**config.mk**
```make
export PLATFORM = sky130hd
export DESIGN_NAME = mem_port_stream_reader_flat
export DESIGN_NICKNAME = d
export VERILOG_FILES = /design/src/rtl/sdram_pkg.sv /design/src/rtl/mem_port_if.sv /design/src/rtl/mem_port_stream_reader_burst_fifo.sv /design/src/rtl/mem_port_stream_reader.sv /design/src/flat_wrapper.sv
export SDC_FILE = /design/constraint.sdc
export NUM_CORES = 1
export LEC_CHECK = 0
export CAP_MARGIN = 20
export CORE_MARGIN = 5
export CORE_UTILIZATION = 57
export DETAILED_ROUTE_END_ITERATION = 10
export GPL_TIMING_DRIVEN = 0
export PLACE_DENSITY_LB_ADDON = 0.05
export RECOVER_POWER = 50
export SLEW_MARGIN = 5
export SYNTH_ARGS = -nofsm -noshare
export SYNTH_HDL_FRONTEND = slang
export SYNTH_HIERARCHICAL = 1
export SYNTH_SLANG_ARGS = --single-unit
```
**constraint.sdc**
```tcl
create_clock -name clk -period 9.2 [get_ports clk]
set_input_delay 1.84 -clock clk [delete_from_list [all_inputs] [get_ports clk]]
set_output_delay 1.84 -clock clk [all_outputs]
set_load 0.1 [all_outputs]
```
**src/rtl/sdram_pkg.sv**
```systemverilog
// Types and helpers shared by the SDRAM port clients.
package sdram_pkg;

    typedef enum logic [2:0] {
        ST_IDLE,
        ST_REQ,
        ST_WAIT,
        ST_DRAIN,
        ST_FLUSH
    } reader_state_t;

    function automatic int unsigned final_burst_words(input int unsigned remaining,
                                                      input int unsigned burst_len);
        return (remaining < burst_len) ? remaining : burst_len;
    endfunction

endpackage

```
**src/rtl/mem_port_if.sv**
```systemverilog
// One SDRAM controller port; DATA_WIDTH is the full burst width carried on q.
interface mem_port_if #(
    parameter int ADDR_WIDTH = 25,
    parameter int DATA_WIDTH = 16
);
    localparam int BE_WIDTH = (DATA_WIDTH + 7) / 8;

    logic [ADDR_WIDTH-1:0] addr;
    logic [DATA_WIDTH-1:0] data;
    logic [BE_WIDTH-1:0]   byte_en;
    logic [DATA_WIDTH-1:0] q;
    logic                  wr;
    logic                  rd;
    logic                  available;
    logic                  ready;

    modport client (output addr, data, byte_en, wr, rd, input q, available, ready);
    modport server (input addr, data, byte_en, wr, rd, output q, available, ready);
endinterface

```
**src/rtl/mem_port_stream_reader_burst_fifo.sv**
```systemverilog
// Burst buffer between the memory port and the word unpacker.
module burst_fifo #(
    parameter int WIDTH = 16,
    parameter int DEPTH = 4
) (
    input  logic             clk,
    input  logic             reset,
    input  logic             flush,
    input  logic             wr_en,
    input  logic [WIDTH-1:0] wr_data,
    input  logic             rd_en,
    output logic [WIDTH-1:0] rd_data,
    output logic             full,
    output logic             empty
);
    localparam int PTR_W = $clog2(DEPTH);

    logic [WIDTH-1:0] mem_q [DEPTH];
    logic [PTR_W:0]   wr_ptr_q, wr_ptr_d;
    logic [PTR_W:0]   rd_ptr_q, rd_ptr_d;
    logic             do_wr;
    logic             do_rd;

    assign empty   = (wr_ptr_q == rd_ptr_q);
    assign full    = (wr_ptr_q[PTR_W] != rd_ptr_q[PTR_W]) &&
                     (wr_ptr_q[PTR_W-1:0] == rd_ptr_q[PTR_W-1:0]);
    assign rd_data = mem_q[rd_ptr_q[PTR_W-1:0]];

    // A pop frees the slot in the same cycle, so a full FIFO can still take a write.
    always_comb begin
        do_rd    = rd_en && !empty;
        do_wr    = wr_en && (!full || do_rd) && !flush;
        wr_ptr_d = wr_ptr_q + {{PTR_W{1'b0}}, do_wr};
        rd_ptr_d = rd_ptr_q + {{PTR_W{1'b0}}, do_rd};
        if (flush) begin
            wr_ptr_d = '0;
            rd_ptr_d = '0;
        end
    end

    always_ff @(posedge clk or posedge reset) begin
        if (reset) begin
            wr_ptr_q <= '0;
            rd_ptr_q <= '0;
        end else begin
            wr_ptr_q <= wr_ptr_d;
            rd_ptr_q <= rd_ptr_d;
        end
    end

    always_ff @(posedge clk) begin
        if (do_wr) begin
            mem_q[wr_ptr_q[PTR_W-1:0]] <= wr_data;
        end
    end

endmodule

```
**src/rtl/mem_port_stream_reader.sv**
```systemverilog
// Reads word_count words from an SDRAM port starting at start_addr and streams them out.
//   state | meaning
//   IDLE  | waiting for start
//   REQ   | issue next read once port available and buffer has room
//   WAIT  | one read outstanding, waiting for ready
//   DRAIN | all bursts received, emptying buffer before done
//   FLUSH | aborted with a read outstanding, swallowing its ready
module mem_port_stream_reader
    import sdram_pkg::*;
#(
    parameter int PORT_ADDR_WIDTH   = 25,
    parameter int DATA_WIDTH        = 16,
    parameter int PORT_BURST_LENGTH = 1,
    parameter int FIFO_DEPTH        = 4,
    parameter int COUNT_WIDTH       = 16
) (
    input  logic                       clk,
    input  logic                       reset,
    input  logic                       start,
    input  logic [PORT_ADDR_WIDTH-1:0] start_addr,
    input  logic [COUNT_WIDTH-1:0]     word_count,
    input  logic                       abort,
    output logic                       busy,
    output logic                       done,
    output logic                       out_valid,
    output logic [DATA_WIDTH-1:0]      out_data,
    input  logic                       out_ready,
    mem_port_if.client                 mem
);
    localparam int BURST_W = PORT_BURST_LENGTH * DATA_WIDTH;
    localparam int IDX_W   = (PORT_BURST_LENGTH > 1) ? $clog2(PORT_BURST_LENGTH) : 1;

    reader_state_t              state_q, state_d;
    logic [PORT_ADDR_WIDTH-1:0] addr_q, addr_d;
    logic [COUNT_WIDTH-1:0]     rem_q, rem_d;
    logic [COUNT_WIDTH-1:0]     out_rem_q, out_rem_d;
    logic [IDX_W-1:0]           idx_q, idx_d;

    logic               fifo_wr, fifo_rd, fifo_flush, fifo_full, fifo_empty;
    logic [BURST_W-1:0] fifo_rd_data, burst_shifted;
    logic               rd_req, xfer, last_word, abort_now;

    burst_fifo #(.WIDTH(BURST_W), .DEPTH(FIFO_DEPTH)) u_fifo (
        .clk     (clk),
        .reset   (reset),
        .flush   (fifo_flush),
        .wr_en   (fifo_wr),
        .wr_data (mem.q),
        .rd_en   (fifo_rd),
        .rd_data (fifo_rd_data),
        .full    (fifo_full),
        .empty   (fifo_empty)
    );

    assign mem.addr    = addr_q;
    assign mem.rd      = rd_req;
    assign mem.wr      = 1'b0;
    assign mem.data    = '0;
    assign mem.byte_en = '1;

    // The unpacker reads straight from the FIFO head, so an empty FIFO means it is idle.
    assign out_valid     = !fifo_empty;
    assign burst_shifted = fifo_rd_data >> (DATA_WIDTH * int'(idx_q));
    assign out_data      = out_valid ? burst_shifted[DATA_WIDTH-1:0] : '0;
    assign busy          = (state_q != ST_IDLE) && !done;

    always_comb begin
        state_d    = state_q;
        addr_d     = addr_q;
        rem_d      = rem_q;
        out_rem_d  = out_rem_q;
        idx_d      = idx_q;
        rd_req     = 1'b0;
        fifo_wr    = 1'b0;
        fifo_flush = 1'b0;
        done       = 1'b0;
        abort_now  = abort && (state_q != ST_IDLE);
        xfer       = out_valid && out_ready;
        last_word  = (idx_q == IDX_W'(PORT_BURST_LENGTH - 1)) || (out_rem_q == COUNT_WIDTH'(1));
        fifo_rd    = xfer && last_word;

        if (xfer) begin
            out_rem_d = out_rem_q - COUNT_WIDTH'(1);
            idx_d     = last_word ? '0 : idx_q + IDX_W'(1);
        end

        case (state_q)
            ST_IDLE: begin
                if (start) begin
                    addr_d    = start_addr;
                    rem_d     = word_count;
                    out_rem_d = word_count;
                    idx_d     = '0;
                    state_d   = ST_REQ;
                end
            end
            ST_REQ: begin
                if (rem_q == '0) begin
                    state_d = ST_DRAIN;
                end else if (mem.available && !fifo_full) begin
                    rd_req  = 1'b1;
                    state_d = ST_WAIT;
                end
            end
            ST_WAIT: begin
                if (mem.ready) begin
                    fifo_wr = 1'b1;
                    addr_d  = addr_q + PORT_ADDR_WIDTH'(PORT_BURST_LENGTH);
                    rem_d   = rem_q - COUNT_WIDTH'(final_burst_words(32'(rem_q),
                                                                     32'(PORT_BURST_LENGTH)));
                    state_d = (rem_d == '0) ? ST_DRAIN : ST_REQ;
                end
            end
            ST_DRAIN: begin
                if (fifo_empty) begin
                    done    = 1'b1;
                    state_d = ST_IDLE;
                end
            end
            ST_FLUSH: begin
                if (mem.ready) begin
                    fifo_flush = 1'b1;
                    state_d    = ST_IDLE;
                end
            end
            default: state_d = ST_IDLE;
        endcase

        // A ready landing in the abort cycle retires the read, so FLUSH is only needed otherwise.
        if (abort_now) begin
            rd_req     = 1'b0;
            fifo_wr    = 1'b0;
            done       = 1'b0;
            fifo_flush = 1'b1;
            rem_d      = '0;
            out_rem_d  = '0;
            idx_d      = '0;
            addr_d     = addr_q;
            state_d    = ((state_q == ST_WAIT || state_q == ST_FLUSH) && !mem.ready) ?
                         ST_FLUSH : ST_IDLE;
        end
    end

    always_ff @(posedge clk or posedge reset) begin
        if (reset) begin
            state_q   <= ST_IDLE;
            addr_q    <= '0;
            rem_q     <= '0;
            out_rem_q <= '0;
            idx_q     <= '0;
        end else begin
            state_q   <= state_d;
            addr_q    <= addr_d;
            rem_q     <= rem_d;
            out_rem_q <= out_rem_d;
            idx_q     <= idx_d;
        end
    end

endmodule

```
**src/flat_wrapper.sv**
```systemverilog
// flat-port wrapper written by rule: the top's interface ports become plain ports
module mem_port_stream_reader_flat import sdram_pkg::*;
#(
    parameter int PORT_ADDR_WIDTH   = 25,
    parameter int DATA_WIDTH        = 16,
    parameter int PORT_BURST_LENGTH = 1,
    parameter int FIFO_DEPTH        = 4,
    parameter int COUNT_WIDTH       = 16
)
  (clk, reset, start, start_addr, word_count, abort, busy, done, out_valid, out_data, out_ready, mem_addr, mem_data, mem_byte_en, mem_wr, mem_rd, mem_q, mem_available, mem_ready);
  mem_port_if #(.ADDR_WIDTH((25)), .DATA_WIDTH(DATA_WIDTH)) mem_i ();
  input  logic clk;
  input  logic reset;
  input  logic start;
  input  logic [PORT_ADDR_WIDTH-1:0] start_addr;
  input  logic [COUNT_WIDTH-1:0] word_count;
  input  logic abort;
  output logic busy;
  output logic done;
  output logic out_valid;
  output logic [DATA_WIDTH-1:0] out_data;
  input  logic out_ready;
  output wire logic [$bits(mem_i.addr)-1:0] mem_addr;
  output wire logic [$bits(mem_i.data)-1:0] mem_data;
  output wire logic [$bits(mem_i.byte_en)-1:0] mem_byte_en;
  output wire logic [$bits(mem_i.wr)-1:0] mem_wr;
  output wire logic [$bits(mem_i.rd)-1:0] mem_rd;
  input wire logic [$bits(mem_i.q)-1:0] mem_q;
  input wire logic [$bits(mem_i.available)-1:0] mem_available;
  input wire logic [$bits(mem_i.ready)-1:0] mem_ready;
  assign mem_addr = mem_i.addr;
  assign mem_data = mem_i.data;
  assign mem_byte_en = mem_i.byte_en;
  assign mem_wr = mem_i.wr;
  assign mem_rd = mem_i.rd;
  assign mem_i.q = mem_q;
  assign mem_i.available = mem_available;
  assign mem_i.ready = mem_ready;
  mem_port_stream_reader #(.PORT_ADDR_WIDTH(PORT_ADDR_WIDTH), .DATA_WIDTH(DATA_WIDTH), .PORT_BURST_LENGTH(PORT_BURST_LENGTH), .FIFO_DEPTH(FIFO_DEPTH), .COUNT_WIDTH(COUNT_WIDTH)) u_core (.clk(clk), .reset(reset), .start(start), .start_addr(start_addr), .word_count(word_count), .abort(abort), .busy(busy), .done(done), .out_valid(out_valid), .out_data(out_data), .out_ready(out_ready), .mem(mem_i));
endmodule
```
==> results.json <==
{
  "p_leak_nw": 3.40,
  "postCtsHoldBufs": 0,
  "min_period_ns": 6.15,
  "drt-met1-wl_mm": 7.88,
  "cp-end-kind": "primary output",
  "synth.avg_cell_area_sq_um": 10.8,
  "yosysTopAreaCell": "edfxtp_1",
  "ys_seq_area_share_pct": 51.2,
  "startpoint_type": "primary input",
  "synth_seq_cells": 131,
  "via_count": 6045,
  "worstSetupPathType": "primary input to primary output",
  "drive_gt1_share_pct": 11.3,
  "tns_ns": 0,
  "path_cells": "dlygate4sd3_1 > nor3b_1 > nand2_1 > nor3_1 > clkdlybuf4s50_1",
  "critPathMaxFanout": 5,
  "yosysMostFrequentCell": "dfrtp_1",
  "clock_latency_ns": 0.43,
  "dieHeight_um": 121,
  "status": "finished with violations",
  "track_usage_pct": 27.3,
  "worst_slack_ns": 3.05,
  "placed_area_sq_um": 8460,
  "clk_pin_slew_ns": 0.06,
  "rows": 40,
  "final_area_sq_um": 9030,
  "critical_path_arrival_ns": 4.31,
  "cts_tree": "built",
  "syn_area_sq_um": 7030,
  "clock_tree.root_cell": "clkbuf_16",
  "clock_path_buffers": 2,
  "nets": 872,
  "htree_levels": 4,
  "synth_area_leaders": "edfxtp_1, dfrtp_1, mux4_2",
  "tightest_slew_ns": 1.94,
  "antenna_cells": 0,
  "yosysUniqueCellTypes": 65,
  "synthFlopType": "dfrtp_1",
  "post_cts_buffers": 0,
  "grt_max_degree": 35,
  "area_growth_pct": 28.6,
  "critPathTopFamily": "buffers and inverters",
  "antenna_found_initial": 0,
  "hold_path_class": "register to register",
  "met3_wirelength_mm": 1.83,
  "final_util_pct": 74.9,
  "gp_congestion": 0.915,
  "fin_crit_sh_pct": 66.8,
  "avgRoutedWirePerCell_um": 19.9,
  "numClockSinks": 131,
  "num-fill-cells": 831,
  "via_per_inst": 6.17,
  "path_buf_inv": 2,
  "drt-initial-drc-count": 607,
  "cpPeakStageDelay_ns": 1.17,
  "dp_cells": 948,
  "setup_viol": 0,
  "netlist_instances": 650,
  "required_ns": 7.36,
  "synth_edf_count": 64,
  "top_layer_used": "met4",
  "grt_pass1_wl_mm": 31.1,
  "drt_wl_total_mm": 19.5,
  "ios": 128,
  "maxCapViolCount": 1,
  "grt_pass1_vias": 6026,
  "dp_worst_setup_slack_ns": 3.23,
  "drc_errors": 0,
  "wl_met2_mm": 9.49,
  "synthTopCellsByCount": "dfrtp_1, edfxtp_1, o21ai_0",
  "core_sq_um": 12100,
  "slew_headroom_pct": -29.1,
  "crit_slowest_cell": "clkdlybuf4s50_1",
  "overflow": 0,
  "fmax_mhz": 163,
  "slew_viol_final": 35,
  "async_flop_share_pct": 51.1,
  "initial_core_util_pct": 58.3,
  "hpwl_mm": 13.4,
  "instances_no_fill": 980,
  "portBuffers": 108,
  "die_x_um": 121,
  "ant_nets": 0,
  "vdd_ir_drop_max_mv": 0.316,
  "fin_skew_ns": 0.0102,
  "rsz0062_at_grt": "no",
  "drt_pass1_iterations": 6,
  "synth.top_cell.area_share_pct": 27.4,
  "numCtsBuffers": 17,
  "failed_checks": "capacitance limit, slew limit",
  "cts_resized": 0,
  "powerDensity_nw_per_um2": 344,
  "ys.warnings.count": 6,
  "hold_viol": 0,
  "die_area_sq_um": 14600
}
layout make-up:
cell class	instances	area (sq um)	area share [%]
multi-input cells	461	3110	34.5
clock inverters	15	164	1.81
well taps	168	210	2.33
inverters	15	56.3	0.623
plain buffers	60	339	3.75
repair buffers	113	1130	12.5
flip-flops and latches	131	3600	39.8
clock buffers	17	425	4.71
worst reg2reg max path, stage by stage, from the launching register on:
cell	delay, ns
dfrtp_1	0.41
or4_1	0.60
nor4_1	0.56
nand4_1	0.27
a21boi_0	0.45
o41ai_4	0.19
nor3b_2	0.62
buf_4	0.32
flip-flops by register name (all words and copies together) (netlist names):
register,count
u_core/idx_q,1
u_core/mem.addr,25
u_core/out_rem_q,16
u_core/rem_q,16
u_core/state_q,3
u_core/u_fifo/mem_q,64
u_core/u_fifo/rd_ptr_q,3
u_core/u_fifo/wr_ptr_q,3
where the power goes:
part           internal, mW  leakage [nW]  switching [mW]
registers             0.746          1.40           0.154
logic                 0.432          1.71            1.11
clock network         0.385         0.292           0.282
layout by cell type (no fill, tap or decap), drive strengths merged, types with 3 or more instances in the layout:
cell	synthesis	layout
clkdlybuf4s50	0	88
dfrtp	67	67
edfxtp	64	64
o21ai	55	55
nor2	50	50
clkbuf	32	50
a21oi	40	40
nand2	34	34
buf	28	32
nor3	27	27
inv	15	24
dlygate4sd3	0	20
and2	20	20
conb	2	19
a211oi	16	16
mux4	16	16
nand3	15	15
nor4	12	12
nand4	11	11
o22ai	10	10
xnor2	10	10
nor2b	9	9
ha	9	9
nor3b	8	8
xor2	8	8
or4	8	8
or3	7	7
a2bb2oi	7	7
and3	7	7
a31oi	6	6
a22oi	6	6
mux2i	5	5
clkinv	0	5
nand2b	4	4
a41o	4	4
o31a	4	4
o31ai	3	3
a32oi	3	3
logic make-up (layout without fill, tap and decap cells):
kind of cell / count (synthesis) / count (layout) / share of synthesized area [%]
and+or+nand+nor: 220 / 220 / 16.7
AOI/OAI and AO/OA: 173 / 173 / 16.2
DFF: 131 / 131 / 51.2
buffers and inverters: 75 / 220 / 5.63
muxes: 22 / 22 / 6.16
xor gates and xnor gates: 18 / 18 / 2.46
adders and majority gates: 9 / 9 / 1.60
other: 2 / 19 / 0.107
through the flow:
step                      total power, mW  hold slack (ns)
after floorplan                      2.02            0.497
after global placement               2.39            0.524
after detailed placement             2.41            0.523
after CTS                            3.09            0.540
after global routing                 3.25            0.581
final                                3.10            0.540
path summary, 6_finish.rpt:
kind | from | end | slack [ns] | cells after the start
setup / recovery | abort | mem_rd | 3.05 | 5
setup reg to reg | u_core/out_rem_q[8]$_DFF_PP0_ | u_core/u_fifo/mem_q[1][9]$_DFFE_PP_ | 5.47 | 7
hold reg to reg | u_core/mem.addr[0]$_DFFE_PP0P_ | u_core/mem.addr[0]$_DFFE_PP0P_ | 0.54 | 1
hold / removal | u_core/mem.addr[0]$_DFFE_PP0P_ | u_core/mem.addr[0]$_DFFE_PP0P_ | 0.54 | 1
min in group asynchronous | reset | u_core/u_fifo/wr_ptr_q[2]$_DFF_PP0_ | 1.79 | 2
max in group asynchronous | reset | u_core/mem.addr[18]$_DFFE_PP0P_ | 4.71 | 3
layer usage:
layer	track usage [%]	vias to the layer above
met5	0	-
met4	8.64	0
met3	8.11	35
met2	43.5	354
met1	36.0	2927
li1	-	2729
Note: power is estimated with default switching activity, not from simulation.
